File: src/rtl/vga_coord_generator.sv
// Free-running VGA timing generator: pixel/line counters plus registered sync,
// active-video and end-of-line/frame flags aligned with the coordinates.
module vga_coord_generator #(
    parameter int unsigned H_VISIBLE = 1280,
    parameter int unsigned H_FP      = 48,
    parameter int unsigned H_SYNC    = 112,
    parameter int unsigned H_BP      = 248,
    parameter int unsigned V_VISIBLE = 1024,
    parameter int unsigned V_FP      = 1,
    parameter int unsigned V_SYNC    = 3,
    parameter int unsigned V_BP      = 38,
    parameter bit          HS_POL    = 1'b1,
    parameter bit          VS_POL    = 1'b1
) (
    input  logic        CLK_VGA,
    input  logic        RESET,
    input  logic        PIX_EN,
    output logic [11:0] VGA_horzCoord,
    output logic [11:0] VGA_vertCoord,
    output logic        VGA_HS,
    output logic        VGA_VS,
    output logic        VGA_ACTIVE,
    output logic        LINE_END,
    output logic        FRAME_END
);

    localparam int unsigned CW           = 12;
    localparam int unsigned H_TOTAL      = H_VISIBLE + H_FP + H_SYNC + H_BP;
    localparam int unsigned V_TOTAL      = V_VISIBLE + V_FP + V_SYNC + V_BP;
    localparam int unsigned H_SYNC_START = H_VISIBLE + H_FP;
    localparam int unsigned H_SYNC_END   = H_SYNC_START + H_SYNC;
    localparam int unsigned V_SYNC_START = V_VISIBLE + V_FP;
    localparam int unsigned V_SYNC_END   = V_SYNC_START + V_SYNC;
    localparam logic [CW-1:0] H_LAST     = CW'(H_TOTAL - 1);
    localparam logic [CW-1:0] V_LAST     = CW'(V_TOTAL - 1);

    generate
        if (H_TOTAL > 4096 || V_TOTAL > 4096 || H_TOTAL == 0 || V_TOTAL == 0) begin : g_bad_timing
            $error("vga_coord_generator: H_TOTAL/V_TOTAL must be in 1..4096");
        end
    endgenerate

    logic [CW-1:0] hcnt_q, hcnt_d;
    logic [CW-1:0] vcnt_q, vcnt_d;
    logic          hs_q, hs_d;
    logic          vs_q, vs_d;
    logic          act_q, act_d;
    logic          le_q, le_d;
    logic          fe_q, fe_d;

    // One guard bit so window ends equal to 4096 still compare correctly.
    logic [CW:0]   h_ext;
    logic [CW:0]   v_ext;

    // Next coordinates, then flags decoded from them so they stay aligned.
    always_comb begin
        hcnt_d = hcnt_q;
        vcnt_d = vcnt_q;
        if (PIX_EN) begin
            if (hcnt_q == H_LAST) begin
                hcnt_d = '0;
                vcnt_d = (vcnt_q == V_LAST) ? '0 : vcnt_q + CW'(1);
            end else begin
                hcnt_d = hcnt_q + CW'(1);
            end
        end

        h_ext = {1'b0, hcnt_d};
        v_ext = {1'b0, vcnt_d};

        hs_d  = ((h_ext >= (CW+1)'(H_SYNC_START)) && (h_ext < (CW+1)'(H_SYNC_END))) ? HS_POL : ~HS_POL;
        vs_d  = ((v_ext >= (CW+1)'(V_SYNC_START)) && (v_ext < (CW+1)'(V_SYNC_END))) ? VS_POL : ~VS_POL;
        act_d = (h_ext < (CW+1)'(H_VISIBLE)) && (v_ext < (CW+1)'(V_VISIBLE));
        le_d  = (hcnt_d == H_LAST);
        fe_d  = le_d && (vcnt_d == V_LAST);
    end

    always_ff @(posedge CLK_VGA) begin
        if (RESET) begin
            hcnt_q <= '0;
            vcnt_q <= '0;
            hs_q   <= ~HS_POL;
            vs_q   <= ~VS_POL;
            act_q  <= 1'b1;
            le_q   <= 1'b0;
            fe_q   <= 1'b0;
        end else begin
            hcnt_q <= hcnt_d;
            vcnt_q <= vcnt_d;
            hs_q   <= hs_d;
            vs_q   <= vs_d;
            act_q  <= act_d;
            le_q   <= le_d;
            fe_q   <= fe_d;
        end
    end

    assign VGA_horzCoord = hcnt_q;
    assign VGA_vertCoord = vcnt_q;
    assign VGA_HS        = hs_q;
    assign VGA_VS        = vs_q;
    assign VGA_ACTIVE    = act_q;
    assign LINE_END      = le_q;
    assign FRAME_END     = fe_q;

endmodule

File: config.mk
export PLATFORM = sky130hd
export DESIGN_NAME = vga_coord_generator
export DESIGN_NICKNAME = d
export VERILOG_FILES = /design/src/rtl/vga_coord_generator.sv
export SDC_FILE = /design/constraint.sdc
export NUM_CORES = 1
export LEC_CHECK = 0
export BUFFER_PORTS_ARGS = -buffer_cell sky130_fd_sc_hd__buf_2
export CORE_MARGIN = 3
export CORE_UTILIZATION = 41
export DETAILED_ROUTE_END_ITERATION = 6
export GPL_TIMING_DRIVEN = 1
export PLACE_DENSITY = 0.61
export SLEW_MARGIN = 15
export SYNTH_ARGS = -nofsm -noshare
export SYNTH_HDL_FRONTEND = slang
export SYNTH_SLANG_ARGS = --single-unit
File: constraint.sdc
create_clock -name CLK_VGA -period 7.4 [get_ports CLK_VGA]
set_clock_uncertainty 0.15 [all_clocks]
set_input_delay 1.85 -clock CLK_VGA [delete_from_list [all_inputs] [get_ports CLK_VGA]]
set_output_delay 1.85 -clock CLK_VGA [all_outputs]
set_load 0.01 [all_outputs]
Word-level counts from Yosys, hierarchy flattened

Index checks and enable logic that the tools add are counted.

Register bits: 29
Logic and storage cells: 30

Add/subtract/negate cells: 2
Order comparisons: 6
Eq/ne operators: 4
Multiplexer cells: 7
Reductions and logical operators: 4

Operators with widths:

| operator                | count |
|---|---|
| $mux W12                | 5 |
| $eq A12 B11 Y1 const B  | 4 |
| $lt A12 B11 Y1 const B  | 4 |
| $add A12 B1 Y12 const B | 2 |
| $ge A12 B11 Y1 const B  | 2 |
| $logic_and A1 B1 Y1     | 4 |
| $mux W1                 | 2 |

Longest topological paths before layout

Depth in word-level cells: 7
Gate-level depth with buffers: 8

Least setup slack after synthesis

OpenSTA, ideal clock, no wires.

Path type: input to register
Start point: input PIX_EN
End point: register vs_q (netlist: VGA_VS)
Setup time: 0.092 ns
Arrival time: 3.659 ns
Path slack: 3.499 ns
Stages: 6
Path buffers: 0
Cell sequence: nand2_1 or4_4 or4_1 a222oi_1 o2111ai_1 nor4_1

Cells in the longest elaborated chain, start to end: 4
Elaborated cells between the ends (all ways): 5
Those cells by class: order compare: 2; mux: 2; reduce/logical: 1

Ends and longest elaborated chain:

| item                                             | RTL line | RTL |
|---|---|---|
| from (decl)                                      | 17       | `input logic PIX_EN,` |
| $mux W12 (*)                                     | 59       | `if (PIX_EN) begin` |
| $ge A12 B11 Y1 or $lt A12 B11 Y1 (tied branches) | 72       | `vs_d = ((v_ext >= (CW+1)'(V_SYNC_START)) && (v_ext < (CW+1)'(V_SYNC_END))) ? VS_POL : ~VS_POL;` |
| $logic_and A1 B1 Y1 (*)                          | 72       |  |
| $mux W1 (*)                                      | 72       |  |
| to (signal assigned)                             | 83       | `vs_q <= ~VS_POL;` |
| to (signal assigned)                             | 91       | `vs_q <= vs_d;` |
| to (decl)                                        | 46       | `logic vs_q, vs_d;` |

Every way passes the cells marked *; elsewhere a longest branch is shown, timed or not.
A chain may end at the register's enable or synchronous reset.

Final worst setup path

Same ends and word-level chain as after synthesis.

==> impl_metrics.json <==
{
  "status": "complete, no violations",
  "cts_hold_buf": 0,
  "cts-root-buf": "clkbuf_8",
  "crit_chain": "buf_2, nand2_1, or4_4, or4_1, a222oi_1, o2111ai_1, nor4_1",
  "post-route-min-period_ns": 4.11,
  "r2r_start": "VGA_horzCoord[0]$_SDFF_PP0_",
  "drive_gt1_frac": 0.167,
  "chipWidth_um": 72.0,
  "hold_ws_ns": 0.384,
  "antenna_found_initial": 0,
  "critPathLaunchType": "input pin",
  "grt_max_degree": 29,
  "synth_area_leaders": "dfxtp_1, nor2_1, xnor2_1",
  "cellLeakagePower_nw": 0.749,
  "rrSetupSlack_ns": 4.32,
  "hold_viol": 0,
  "nets": 256,
  "synth_area_per_cell_um2": 7.83,
  "ys_seq_area_frac": 0.325,
  "layout_commonest_cell": "buf_2",
  "cp_num_buf_inv": 1,
  "wl_per_cell_um": 14.9,
  "cts_buffers": 5,
  "dp_slack_ns": 2.98,
  "max_cap_violations": 0,
  "hpwl_um": 3170,
  "setup_viol_count_final": 0,
  "holdPathStages": 2,
  "min_from": "VGA_vertCoord[6]$_SDFF_PP0_",
  "synth_top_area_frac": 0.325,
  "relSlewSlack": 0.350,
  "ctsResizeCount": 0,
  "tightest_slew_ns": 0.968,
  "post-route-util": 0.494,
  "routed_via_density": 5.78,
  "dp.cells": 293,
  "setup_slack_ns": 3.29,
  "rsz0062_at_grt": "false",
  "fillers": 416,
  "initial_core_util": 0.437,
  "drc": 0,
  "arrival_ns": 4.15,
  "yosysUniqueCellTypes": 48,
  "ant_nets": 0,
  "diodes": 0,
  "critical_path_class": "input pin to flop",
  "core-area_um2": 4090,
  "slowest_delay_ns": 0.60,
  "wl_um": 4480,
  "critPathSlowestCell": "or4_4",
  "reg2reg_depth": 7,
  "async_flop_share": 0,
  "cp-end-kind": "flop",
  "fin_crit_sh": 0.556,
  "drtPass1Iterations": 4,
  "ys_warn_count": 0,
  "gr-total-overflow": 0,
  "p_per_area_nw_per_um2": 148,
  "post_cts_buffers": 0,
  "crit_fanout": 13,
  "grt_pass1_vias": 1597,
  "fin_tns_setup_ns": 0,
  "synth-edff-count": 0,
  "grt_pass1_wl_um": 7660,
  "mostFrequentLayoutCells": "buf_2, dfxtp_1, nor2_1",
  "place_area_um2": 1940,
  "cts_buffer_depth": 2,
  "h-tree-depth": 2,
  "drv_slew": 0,
  "clock_sinks": 29,
  "grt_use_total": 0.184,
  "hold_end": "VGA_vertCoord[6]$_SDFF_PP0_",
  "synthCells": 228,
  "ys.flop_type": "dfxtp_1",
  "via_count": 1740,
  "critPathTopFamily": "simple AND/OR/NAND/NOR gates",
  "std_cell_rows": 23,
  "syn_to_final_growth_pct": 13.0,
  "synthesis.area_um2": 1780,
  "fp.dieArea_um2": 5180,
  "die_y_um": 72.0,
  "power_mw": 0.298,
  "synth_nets": 234,
  "gp_congestion": 0.876,
  "regToRegEndpoint": "VGA_VS$_SDFF_PP0_",
  "ir_drop_mv": 0.0843,
  "cts_tree": "done",
  "instances_no_fill": 301,
  "final-seq-area_um2": 581,
  "io_buffers": 31,
  "clkSlewWorstSetupHoldPaths_ns": 0.06,
  "clkLatencyLatePin_ns": 0.27,
  "clock.fmax_mhz": 243,
  "ioPinCount": 32,
  "critPathRequiredTime_ns": 7.43,
  "first_iter_violations": 130,
  "final_area_um2": 2020,
  "synth_seq_cells": 29,
  "hp-class": "flop to flop",
  "synth_area_leader_cell": "dfxtp_1",
  "multi_input_area_um2": 1110
}
[area by class of cell]
cell class	instances	area share
Tap cell	50	0.0310
Sequential cell	29	0.288
Timing Repair Buffer	32	0.0806
Multi-Input combinational cell	176	0.550
Clock buffer	8	0.0397
Inverter	6	0.0112
[state kept, by name, indices dropped and copies added, names as in the netlist]
name           cells
LINE_END           1
VGA_ACTIVE         1
FRAME_END          1
VGA_vertCoord     12
VGA_HS             1
VGA_horzCoord     12
VGA_VS             1
[cell usage after synthesis (all sizes together), types with 3 or more instances]
cell,count
dfxtp,29
nor2,24
nand2,17
clkbuf,12
nor3,12
a21oi,11
xnor2,10
nand3,9
nor4,9
o21ai,9
nand4,7
inv,6
xor2,6
buf,5
or4,5
nand2b,4
nor2b,4
a31oi,3
and3,3
ha,3
nand3b,3
o211ai,3
o22ai,3
or3,3
[how the worst max path moves through the flow]
stage                     depth (start not counted)  slack [ns]  startpoint                   end
final                                             7        3.29      PIX_EN     VGA_VS$_SDFF_PP0_
after global routing                              7        3.08      PIX_EN     VGA_VS$_SDFF_PP0_
after CTS                                         7        3.28      PIX_EN     VGA_VS$_SDFF_PP0_
after detailed placement                          7        2.98      PIX_EN     VGA_VS$_SDFF_PP0_
after global placement                            7        3.05      PIX_EN  FRAME_END$_SDFF_PP0_
after floorplan                                   6        3.50      PIX_EN     VGA_VS$_SDFF_PP0_
[routing by layer]
layer,part of all wire,vias up,routed length [um],global-route usage
li1,-,874,-,-
met1,0.50,803,2250,0.267
met2,0.42,58,1890,0.271
met3,0.068,5,304,0.0416
met4,0.0087,0,39,0.0605
met5,0,-,0,0
[cells by family (layout without fill, tap and decap cells)]
kind of cell	Yosys count	in the layout	synth area share
simple gates	110	110	0.342
compound gates	45	45	0.165
flops	29	29	0.325
buf+inv	23	46	0.0568
xor+xnor	16	16	0.0785
fa+ha+maj	3	3	0.0210
mux	2	2	0.0112
[power by group]
part / internal, mW / switching [mW]
clock network: 0.0666 / 0.0562
logic: 0.00562 / 0.00828
registers: 0.158 / 0.00350
[worst min-delay path, stage by stage, from the launching register on]
cell     delay (ns)
dfxtp_1        0.35
nand2_1        0.08
a21oi_1        0.06
(Power assumes the default switching activity.)
